File: src/rtl/song_sequencer.sv
// Melody sequencer: steps a fixed 14-entry note table once per QUARTER_BEAT transition
// and drives the current note code, its index and an end-of-song pulse.
module song_sequencer #(
    parameter int unsigned SONG_LEN = 14,
    parameter int unsigned NOTE_W   = 4
) (
    input  logic              CLK,
    input  logic              RESET_N,
    input  logic              QUARTER_BEAT,
    input  logic              PLAY,
    input  logic              STOP,
    input  logic              LOOP,
    output logic [NOTE_W-1:0] NOTE,
    output logic              NOTE_VALID,
    output logic [3:0]        STEP,
    output logic              SONG_DONE
);

    typedef enum logic [1:0] {
        S_IDLE,
        S_ARM,
        S_PLAYING,
        S_DONE
    } state_t;

    localparam logic [3:0] LAST_STEP = 4'(SONG_LEN - 1);

    state_t            state_q;
    logic              q1_q, q2_q, q3_q;
    logic [1:0]        holdoff_q, holdoff_d;
    logic              tick;
    logic              rem_q;
    logic [NOTE_W-1:0] note_q;
    logic              valid_q;
    logic [3:0]        step_q;
    logic              done_q;
    logic [3:0]        load_idx;
    logic [3:0]        load_entry;

    // Table entry packed as {two_tick_duration, note_code[2:0]}.
    function automatic logic [3:0] song_entry(input logic [3:0] idx);
        case (idx)
            4'd0, 4'd1:   song_entry = {1'b0, 3'd1};
            4'd2, 4'd3:   song_entry = {1'b0, 3'd5};
            4'd4, 4'd5:   song_entry = {1'b0, 3'd6};
            4'd6:         song_entry = {1'b1, 3'd5};
            4'd7, 4'd8:   song_entry = {1'b0, 3'd4};
            4'd9, 4'd10:  song_entry = {1'b0, 3'd3};
            4'd11, 4'd12: song_entry = {1'b0, 3'd2};
            4'd13:        song_entry = {1'b1, 3'd1};
            default:      song_entry = '0;
        endcase
    endfunction

    assign holdoff_d = (holdoff_q == 2'd3) ? holdoff_q : holdoff_q + 2'd1;
    assign tick      = (holdoff_q == 2'd3) & (q2_q ^ q3_q);

    // Entry to load on the next step; wraps to 0 from ARM and from the last entry.
    always_comb begin
        load_idx = '0;
        if (state_q == S_PLAYING && step_q < LAST_STEP) begin
            load_idx = step_q + 4'd1;
        end
        load_entry = song_entry(load_idx);
    end

    always_ff @(posedge CLK) begin
        if (!RESET_N) begin
            state_q   <= S_IDLE;
            q1_q      <= 1'b0;
            q2_q      <= 1'b0;
            q3_q      <= 1'b0;
            holdoff_q <= '0;
            rem_q     <= 1'b0;
            note_q    <= '0;
            valid_q   <= 1'b0;
            step_q    <= '0;
            done_q    <= 1'b0;
        end else begin
            q1_q      <= QUARTER_BEAT;
            q2_q      <= q1_q;
            q3_q      <= q2_q;
            holdoff_q <= holdoff_d;
            done_q    <= 1'b0;
            if (STOP) begin
                state_q <= S_IDLE;
                rem_q   <= 1'b0;
                note_q  <= '0;
                valid_q <= 1'b0;
                step_q  <= '0;
            end else begin
                case (state_q)
                    S_IDLE: begin
                        if (PLAY) state_q <= S_ARM;
                    end
                    S_ARM, S_PLAYING: begin
                        if (tick) begin
                            if (state_q == S_PLAYING && rem_q) begin
                                rem_q <= 1'b0;
                            end else if (state_q == S_ARM || step_q < LAST_STEP || LOOP) begin
                                state_q <= S_PLAYING;
                                step_q  <= load_idx;
                                note_q  <= NOTE_W'(load_entry[2:0]);
                                rem_q   <= load_entry[3];
                                valid_q <= 1'b1;
                            end else begin
                                state_q <= S_DONE;
                                note_q  <= '0;
                                valid_q <= 1'b0;
                                step_q  <= '0;
                                done_q  <= 1'b1;
                            end
                        end
                    end
                    S_DONE: begin
                        state_q <= S_IDLE;
                    end
                    default: begin
                        state_q <= S_IDLE;
                    end
                endcase
            end
        end
    end

    assign NOTE       = note_q;
    assign NOTE_VALID = valid_q;
    assign STEP       = step_q;
    assign SONG_DONE  = done_q;

endmodule
File: config.mk
export PLATFORM = sky130hd
export DESIGN_NAME = song_sequencer
export DESIGN_NICKNAME = d
export VERILOG_FILES = /design/src/rtl/song_sequencer.sv
export SDC_FILE = /design/constraint.sdc
export NUM_CORES = 1
export LEC_CHECK = 0
export BUFFER_PORTS_ARGS = -buffer_cell sky130_fd_sc_hd__buf_4
export CAP_MARGIN = 20
export CORE_MARGIN = 2
export CORE_UTILIZATION = 45
export CTS_BUF_LIST = sky130_fd_sc_hd__clkbuf_4 sky130_fd_sc_hd__clkbuf_8 sky130_fd_sc_hd__clkbuf_16
export DETAILED_ROUTE_END_ITERATION = 16
export PLACE_DENSITY = 0.62
export RECOVER_POWER = 100
export SLEW_MARGIN = 20
export SYNTH_ARGS = -nofsm -noshare
export SYNTH_HDL_FRONTEND = slang
export SYNTH_SLANG_ARGS = --single-unit
export TNS_END_PERCENT = 100
File: constraint.sdc
create_clock -name CLK -period 2.2 [get_ports CLK]
set_input_delay 0.22 -clock CLK [delete_from_list [all_inputs] [get_ports CLK]]
set_output_delay 0.22 -clock CLK [all_outputs]
set_load 0.01 [all_outputs]
==> metrics <==
worst path buffer plus inverter count 1; mux share of post-synthesis cell area between 2 and 3%; Post-Synth Simple-Gate Area between 20% and 30%; vias in the first global route about 820; DR DRC count 0; crit path cell chain inv_1, ha_1, nand3b_2, nand3_1, ha_1, and2_2, mux2i_1, or3_1, a21oi_1; top cell type's share of synthesized area between 30% and 40%; mean post-synth cell area between 8 and 9 um2; layout filler cell count ~230; Clock Tree Buf Depth 2; WP data required roughly 2400 ps; Antenna Nets Post-Route 0; post-synthesis adder-cell area fraction approximately an eighth; Area growth syn-to-layout 7.84%; Worst path max stage delay ~400 ps; slowest CP cell dfxtp_2; CTS tree yes; Starting Density between 40% and 50%; first-pass GRT wire length 3570 um; Final period util about nine tenths; clock group share of total power between 30 and 40%; Die ar. ~2800 um2; Synth Flop Type dfxtp_1; Mapped Nets ~140; Reg clk slew, reported paths 100 ps; CP startpoint kind flip-flop; drt pass-1 iters 4; Clock Sinks 17; Top Ports 16; Critical Path End Type flip-flop; Compound-Gate Fraction of Synth Area about 16%; CTS root buf clkbuf_4; Peak VDD IR 0.450 mV; Synth cell types 39; power share of the combinational group 9.5%; via/cell ratio ~5.5; achievable frequency between 500 and 600 MHz; P_int 0.000413 W; final hold violations 0; dpl hpwl approximately 1700 um; initial antenna violation count 0; Synth area leader dfxtp_1; number of core rows 17; min cycle time layout just under 2000 ps; WP data arrival between 2000 and 2500 ps; # port buffers 14; Seq cells post-synth 17; clk_lat worst skew ~290 ps; Pwr Total about 0.00054 W; design area around 1200 um2; Area contributors post-synth dfxtp_1, ha_1, nand3_1; CTS buffer count 3; sequential area share after synthesis 31.4%; vias a little over 900; Net count, final about 160; sw frac 23.8%; RSZ-0062 raised after global routing false; placed standard-cell area around 1200 um2; Core ar. between 2000 and 2500 um2; Starting DRT DRC Count 27; clock skew ~1.4 ps; number of warnings issued by yosys 0; routed length per placed instance around 13 um; Post-synth EDFFs 0; Hold Crit Class input port to flip-flop; CP Max Fanout 7; max-cap violation count 0; largest family of logic cells by synthesized area simple AND/OR/NAND/NOR gates; Die W between 50 and 60 um; Post-Syn Area about 1100 um2; total global-route track usage approximately 17%; Final setup viols 0; max-slew violations 0; TNS Setup 0 ps; kind of critical path flip-flop to flip-flop; die height 53.1 um; Reg power frac 60.3%; diode count 0; xor-xnor portion of the synthesized cell area about 2.4%; Most common cell on crit path ha_1; Post-synth ARST share 0%; footprint of the multi-input gates ~640 um2; Sw Pwr between 0.0001 and 0.00015 W; largest net degree at the start of global routing 12; CP delay by family, top simple AND/OR/NAND/NOR gates; layout cell share with drive strength beyond 1 13.8%; routability congestion estimate about 0.85; total grt overflow 0; Detailed Route WL approximately 2200 um; # H-tree levels 1; register area approximately 340 um2; P per Cell Area between 400 and 500 nW/um2; final core occ 51.9%; hold_buf cts 0; status complete, no violations; Static Leak 0.459 nW; Post-Synthesis Cells 124
[state kept, by name (all words and copies together) (netlist names)]
name and flops:
q1_q 1, NOTE 3, STEP 4, q3_q 1, NOTE_VALID 1, SONG_DONE 1
holdoff_q 2, rem_q 1, state_q 2, q2_q 1
[Yosys cell counts, types with 2 or more instances]
master and count:
buf_6 2, xor2_1 2, and2_1 6, nand3_1 9, or3_1 2, dfxtp_1 17
inv_1 7, nand2b_1 4, o2111ai_1 2, nand2_1 7, nor2_1 6, buf_4 2
mux2i_1 2, buf_2 3, nor2b_1 3, ha_1 11, nand4_1 3, nor3_1 4
a21oi_1 8, o21ai_1 3, o21ai_0 3
[layout by cell type, fill, tap and decap left out, types with 3 or more instances in the layout]
cell / n
dfxtp_1: 16
nand3_1: 9
clkbuf_1: 10
buf_4: 8
nor2_1: 6
nand4_1: 3
ha_1: 11
nand2_1: 7
o21ai_0: 5
nor2b_1: 3
inv_1: 7
nand2b_1: 4
nor3_1: 4
a21oi_1: 9
and2_1: 4
clkbuf_4: 3
[stage by stage]
step / std cells / hold WS, ps / setup WS [ps]
finish: 166 / 146 / 234
global route: 166 / 132 / 58.8
CTS: 166 / 139 / 146
detailed placement: 162 / 423 / 174
global placement: 162 / 413 / 285
floorplan: 124 / 342 / 269
[layer usage]
layer	GRT usage (%)	vias up	share of wire (%)
met1	23.0	434	47
met4	2.56	0	0
li1	-	455	-
met2	28.7	25	48
met3	4.80	0	5.1
met5	0	-	0
[repair_timing]
| item | in CTS | in global routing |
|---|---|---|
| resized for setup | 0 | 1 |
| setup endpoints to repair | 0 | 2 |
| setup buffers | 0 | 0 |
[path summary, 6_finish.rpt]
kind | slack (ps) | endpoint | from | cells past startpoint
worst max-delay path | 230 | NOTE[2] | STEP[1] | 9
worst max register to register | 230 | NOTE[2] | STEP[1] | 9
worst min-delay path | 150 | q1_q | QUARTER_BEAT | 2
worst min register to register | 440 | q2_q | q1_q | 1
[cells by family after synthesis]
logic type / after synthesis
and+or+nand+nor: 50
buffers and inverters: 15
AOI/OAI and AO/OA: 24
muxes: 3
DFF: 17
other: 1
adders and majority gates: 11
xor gates and xnor gates: 3
[layout make-up]
type | instances | area share [%]
timing repair buffer | 18 | 8.34
inverter | 7 | 2.25
sequential | 17 | 29.2
clock inverter | 1 | 0.428
tap | 28 | 2.99
multi-input combinational | 92 | 54.9
clock buffer | 3 | 1.93
[power by group through the flow]
stage	Combinational (W)	Clock (W)	Sequential, W
final	0.0000513	0.000164	0.000327
after global placement	0.0000518	0	0.000333
after CTS	0.0000547	0.000169	0.000327
after detailed placement	0.0000544	0	0.000334
after global routing	0.0000589	0.000184	0.000328
after floorplan	0.0000421	0	0.000332
Power figures use the tool's default switching activity.
